**src/rtl/rgmii_rx_framer.sv**
```systemverilog
// RGMII receive framer: strips preamble/SFD, checks length and FCS, emits DA..payload
// with an end-of-frame status strobe. Define RGMII_RX_MAC_FILTER_EN for destination filtering.
module rgmii_rx_framer #(
  parameter int          MIN_LEN  = 64,
  parameter int          MAX_LEN  = 1518,
  parameter logic [47:0] MAC_ADDR = 48'h02_00_00_00_00_01
) (
  input  logic        clk,
  input  logic        reset,
  input  logic [7:0]  rx_data,
  input  logic [1:0]  rx_ctl,
  output logic [7:0]  out_data,
  output logic        out_valid,
  output logic        out_sof,
  output logic        out_eof,
  output logic [2:0]  out_err,
  output logic [15:0] frames_ok,
  output logic [15:0] frames_bad
);
  typedef enum logic [1:0] {IDLE, PRE, DATA, DROP} state_t;
  localparam logic [31:0] CRC_RES = 32'hDEBB20E3;
  localparam int CW = $clog2(MAX_LEN + 2);
`ifdef RGMII_RX_MAC_FILTER_EN
  localparam int HOLD = 6;
`else
  localparam int HOLD = 0;
`endif

  function automatic logic [31:0] crc_byte(input logic [31:0] c, input logic [7:0] b);
    logic [31:0] r;
    r = c;
    for (int i = 0; i < 8; i++)
      r = (r >> 1) ^ ((r[0] ^ b[i]) ? 32'hEDB88320 : 32'h0);
    return r;
  endfunction

  logic [7:0]      byte_q;
  logic            dv_q, er_q;
  state_t          state_q, state_d;
  logic [CW-1:0]   cnt_q, cnt_d;
  logic [31:0]     crc_q, crc_d;
  logic [3:0][7:0] dl_q, dl_d;
  logic            rxer_q, rxer_d;
  logic            vld_d, sof_d, eof_d, kill;
  logic [7:0]      dat_d;
  logic [2:0]      err_d;
  logic            cnt_eof;
  logic [2:0]      cnt_err;
  logic [15:0]     ok_q, bad_q;

  // Output stage pipe; depth > 0 only when DA filtering must be able to retract bytes.
  logic [HOLD:0]      vld_pipe_q, sof_pipe_q, eof_pipe_q;
  logic [HOLD:0][7:0] dat_pipe_q;
  logic [HOLD:0][2:0] err_pipe_q;

`ifdef RGMII_RX_MAC_FILTER_EN
  logic [47:0] da_q, da_d, da_full;
  assign da_full = {da_q[39:0], byte_q};
  always_ff @(posedge clk) begin
    if (reset) da_q <= '0;
    else       da_q <= da_d;
  end
  assign cnt_eof = eof_pipe_q[HOLD-1];
  assign cnt_err = err_pipe_q[HOLD-1];
`else
  assign cnt_eof = eof_d;
  assign cnt_err = err_d;
`endif

  always_comb begin
    state_d = state_q;
    cnt_d   = cnt_q;
    crc_d   = crc_q;
    dl_d    = dl_q;
    rxer_d  = rxer_q;
    vld_d   = 1'b0;
    sof_d   = 1'b0;
    eof_d   = 1'b0;
    dat_d   = dl_q[3];
    err_d   = 3'b000;
    kill    = 1'b0;
`ifdef RGMII_RX_MAC_FILTER_EN
    da_d    = da_q;
`endif
    case (state_q)
      IDLE, PRE: begin
        cnt_d  = '0;
        crc_d  = '1;
        rxer_d = 1'b0;
        if (!dv_q)                 state_d = IDLE;
        else if (byte_q == 8'h55)  state_d = PRE;
        else if (byte_q == 8'hD5)  state_d = DATA;
        else                       state_d = DROP;
      end
      DATA: begin
        if (dv_q) begin
          cnt_d  = cnt_q + 1'b1;
          crc_d  = crc_byte(crc_q, byte_q);
          dl_d   = {dl_q[2:0], byte_q};
          rxer_d = rxer_q | er_q;
`ifdef RGMII_RX_MAC_FILTER_EN
          if (cnt_q < CW'(6)) da_d = {da_q[39:0], byte_q};
`endif
          if (cnt_q == CW'(MAX_LEN)) begin
            eof_d   = 1'b1;
            err_d   = {1'b0, 1'b1, rxer_q | er_q};
            state_d = DROP;
          end else if (cnt_q >= CW'(4)) begin
            // oldest of the four buffered bytes is known not to be FCS
            vld_d = 1'b1;
            sof_d = (cnt_q == CW'(4));
          end
`ifdef RGMII_RX_MAC_FILTER_EN
          if (cnt_q == CW'(5) && da_full != MAC_ADDR && da_full != 48'hFFFF_FFFF_FFFF) begin
            vld_d   = 1'b0;
            sof_d   = 1'b0;
            kill    = 1'b1;
            state_d = DROP;
          end
`endif
        end else begin
          eof_d   = 1'b1;
          err_d   = {crc_q != CRC_RES, (cnt_q < CW'(MIN_LEN)) || (cnt_q > CW'(MAX_LEN)), rxer_q};
          state_d = IDLE;
        end
      end
      default: if (!dv_q) state_d = IDLE;
    endcase
  end

  always_ff @(posedge clk) begin
    if (reset) begin
      byte_q     <= '0;
      dv_q       <= 1'b0;
      er_q       <= 1'b0;
      state_q    <= IDLE;
      cnt_q      <= '0;
      crc_q      <= '1;
      dl_q       <= '0;
      rxer_q     <= 1'b0;
      vld_pipe_q <= '0;
      sof_pipe_q <= '0;
      eof_pipe_q <= '0;
      dat_pipe_q <= '0;
      err_pipe_q <= '0;
      ok_q       <= '0;
      bad_q      <= '0;
    end else begin
      byte_q  <= rx_data;
      dv_q    <= rx_ctl[0];
      er_q    <= rx_ctl[0] ^ rx_ctl[1];
      state_q <= state_d;
      cnt_q   <= cnt_d;
      crc_q   <= crc_d;
      dl_q    <= dl_d;
      rxer_q  <= rxer_d;
      vld_pipe_q[0] <= vld_d;
      sof_pipe_q[0] <= sof_d;
      eof_pipe_q[0] <= eof_d;
      dat_pipe_q[0] <= dat_d;
      err_pipe_q[0] <= err_d;
      for (int i = 1; i <= HOLD; i++) begin
        vld_pipe_q[i] <= vld_pipe_q[i-1] & ~kill;
        sof_pipe_q[i] <= sof_pipe_q[i-1] & ~kill;
        eof_pipe_q[i] <= eof_pipe_q[i-1];
        dat_pipe_q[i] <= dat_pipe_q[i-1];
        err_pipe_q[i] <= err_pipe_q[i-1];
      end
      if (cnt_eof) begin
        if (cnt_err == 3'b000) ok_q  <= ok_q + 16'd1;
        else                   bad_q <= bad_q + 16'd1;
      end
    end
  end

  assign out_data   = dat_pipe_q[HOLD];
  assign out_valid  = vld_pipe_q[HOLD];
  assign out_sof    = sof_pipe_q[HOLD];
  assign out_eof    = eof_pipe_q[HOLD];
  assign out_err    = err_pipe_q[HOLD];
  assign frames_ok  = ok_q;
  assign frames_bad = bad_q;
endmodule

```
**config.mk**
```make
export PLATFORM = sky130hd
export DESIGN_NAME = rgmii_rx_framer
export DESIGN_NICKNAME = d
export VERILOG_FILES = /design/src/rtl/rgmii_rx_framer.sv
export SDC_FILE = /design/constraint.sdc
export NUM_CORES = 1
export LEC_CHECK = 0
export ABC_AREA = 1
export CORE_ASPECT_RATIO = 1.5
export CORE_MARGIN = 1.5
export CORE_UTILIZATION = 60
export CTS_CLUSTER_DIAMETER = 120
export DETAILED_ROUTE_END_ITERATION = 16
export GPL_ROUTABILITY_DRIVEN = 0
export MAX_ROUTING_LAYER = met4
export PLACE_DENSITY = 0.89
export SYNTH_ARGS = -nofsm -noshare
export SYNTH_HDL_FRONTEND = slang
export SYNTH_SLANG_ARGS = --single-unit
```
**constraint.sdc**
```tcl
create_clock -name clk -period 5.8 [get_ports clk]
set_clock_uncertainty 0.2 [all_clocks]
set_input_delay 0.87 -clock clk [delete_from_list [all_inputs] [get_ports clk]]
set_output_delay 0.87 -clock clk [all_outputs]
set_load 0.01 [all_outputs]
```
==> impl_metrics.toml <==
[timing]
rsz0062_at_grt = "no"
fmax_mhz = 330.7
period_minus_slack_ns = 3.024
hold_violations = 0
slew_headroom_pct = 31.56
fin_crit_sh_pct = 52.14
tns_ns = 0
finalMaxSlewViolations = 0
setup_violations = 0
worst_pin_slew_ns = 1.025

[final_layout]
fin_nets = 1016
mostFrequentLayoutCells = "nand2_1 (222), dfxtp_1 (134), nor2_1 (115), inv_1 (79), a21oi_1 (78)"
diodes = 0
num-fill-cells = 876
syn_to_final_growth_pct = 18.16
finalNonFillerCells = 1160
final_common_cell = "nand2_1"
final_cell_area_mm2 = 0.007905
drive_above_1_share_pct = 5.528

[clocking]
post_cts_buffers = 0
cts_tree = "done"
ctsHoldBuffers = 0
numCtsBuffers = 17
insertion_delay_ns = 0.42
clock_sinks = 134
cts_root_buf = "clkbuf_16"
htree_num_levels = 4
clk_pin_slew_worst_paths_ns = 0.06
post_cts_resized = 0
cts_max_path_buffers = 2

[synthesis]
synth_nets = 977
synth-seq-cells = 134
synth_warnings = 0
async_flop_share_pct = 0
synth_compound_area_share_pct = 14.12
synth_cell_types = 37
synth_fa_ha_area_share_pct = 0.7481
synth_top_family_by_area = "simple AND/OR/NAND/NOR gates"
synth.area.mux_share_pct = 0
synthSimpleGateAreaFrac_pct = 29.98
syn_area_mm2 = 0.006690
synth_edf_count = 0
yosys.area_share.xor_xnor_pct = 7.574
syn_avg_cell_area_um2 = 6.962
ys_dominant_reg_cell = "dfxtp_1"
synthCells = 961
seq_area_frac_synth_pct = 40.10

[global_routing]
antenna_found_initial = 0
grt_pass1_wl_um = 28480
grt_overflow_total = 0
grt_max_degree = 73
grt_pass1_vias = 6353
grt_usage_pct = 31.42

[place]
dp_cells = 1128
io_buffer_count = 57
dpl_cell_area_mm2 = 0.007289
hpwl_um = 11080

[routing]
drcViolationCount = 0
routed_wl_um = 17170
drt_iter0_drc = 450
ant_nets = 0
viasPerCell = 5.736
first_pass_iters = 5
num_vias = 6654
wl_per_cell_um = 14.80

[power]
cellPowerDensity_mw_per_mm2 = 297.5
ir_drop_uv = 278.6
p_leak_nw = 3.296

[die]
dieArea_mm2 = 0.01181
io_pins = 58
dieHeight_um = 132.3
initial_core_util_pct = 61.16
core_area_mm2 = 0.01094
die_w_um = 89.22
fp-row-count = 47

[hold_path]
hp-class = "flip-flop to flip-flop"
whs_path_depth = 2

[status]
status = "complete, no violations"

[critical_path]
critPathRequiredTime_ns = 5.91
cp-start-kind = "flip-flop"
critPathMaxFanout = 39
path_class = "flip-flop to flip-flop"
endpoint_kind = "flip-flop"
rr_worst_depth = 10
cp_data_arrival_time_ns = 3.14

[flow_run]
max_cap_violations = 0
## state kept, by name, indices dropped and copies added (netlist names)
register    flops
dat_d           8
frames_ok      16
out_eof         1
crc_q          32
dv_q            1
out_valid       1
byte_q          8
er_q            1
cnt_q          11
out_err         3
out_sof         1
out_data        8
dl_q           24
frames_bad     16
state_q         2
rxer_q          1
## cell families after synthesis
family,Yosys count
AO/OA/AOI/OAI,174
XOR/XNOR,57
adder cells (fa/ha/maj),4
buffers and inverters,125
flip-flops,134
AND/OR/NAND/NOR,467
## Yosys cell counts (2+ instances only)
library cell  number  share of area [%]
nand2_4            2               0.34
inv_2              5               0.28
buf_2             10               0.75
xnor2_1           17                2.2
buf_6              2               0.34
o211ai_1          12                1.3
nand3_2            3               0.45
nand3_1           66                4.9
nand3b_1           5               0.56
a31oi_1            2               0.19
nor4_1             2               0.19
nand2_2            3               0.28
nor3b_1            2               0.22
xor2_1            39                5.1
ha_1               4               0.75
a21oi_1           78                5.8
nor2_1           117                6.6
a211oi_1           6               0.67
inv_1             79                4.4
nand4_1           22                2.1
o21ai_0           69                5.2
nor3_1            20                1.5
dfxtp_1          134                 40
nor2_4             2               0.34
nand2_1          222                 12
clkbuf_1          26                1.5
buf_1              2               0.11
## path summary, 6_finish.rpt
| kind | startpoint | slack (ns) | to |
|---|---|---|---|
| worst max-delay path | state_q[1] | 2.78 | cnt_q[9] |
| worst max register to register | state_q[1] | 2.78 | cnt_q[9] |
| worst min-delay path | dat_d[7] | 0.23 | out_data[7] |
| worst min register to register | dat_d[7] | 0.23 | out_data[7] |
## metrics by stage
step           power [W]  setup slack (ns)  util (%)  hold WS [ns]
2_1_floorplan   0.001168             3.700         -        0.2101
3_3_place_gp    0.001223             3.020     66.64        0.2192
3_5_place_dp    0.001227             2.980     66.64        0.2232
4_1_cts         0.002353             2.809     72.27        0.2322
5_1_grt         0.002430             2.481     72.27        0.2504
6_report        0.002352             2.776     72.27        0.2302
## critical path, cell delays in order, from the launching register on
cell	delay [ns]
dfxtp_1	0.34
inv_2	0.08
nor2_4	0.30
inv_2	0.21
nor2_2	0.12
buf_4	0.34
inv_1	0.53
nor2_1	0.39
nand2_1	0.14
o21ai_0	0.18
inv_1	0.06
## metal layers
layer  global-route usage, %  vias to the layer above  wire, um
met3                   7.138                       85      1038
met2                   50.63                      300      8669
met5                       -                        -         0
li1                        -                     3223         -
met4                   19.57                        0       882
met1                   34.05                     3046      6577
## power breakdown
part,internal [W],switching (W),total [W]
clock,0.000690,0.000444,0.00113
combinational,0.0000859,0.000169,0.000255
sequential,0.000943,0.0000196,0.000962
## final cells by class
| type | count | area, um^2 | area share (%) |
|---|---|---|---|
| multi-input cells | 702 | 3512 | 44.43 |
| flip-flops and latches | 134 | 2683 | 33.93 |
| repair buffers | 61 | 595.6 | 7.534 |
| clock buffers | 18 | 429.2 | 5.429 |
| inverters | 84 | 315.3 | 3.989 |
| clock inverters | 14 | 186.4 | 2.358 |
| well taps | 147 | 183.9 | 2.327 |
(Power assumes the default switching activity.)
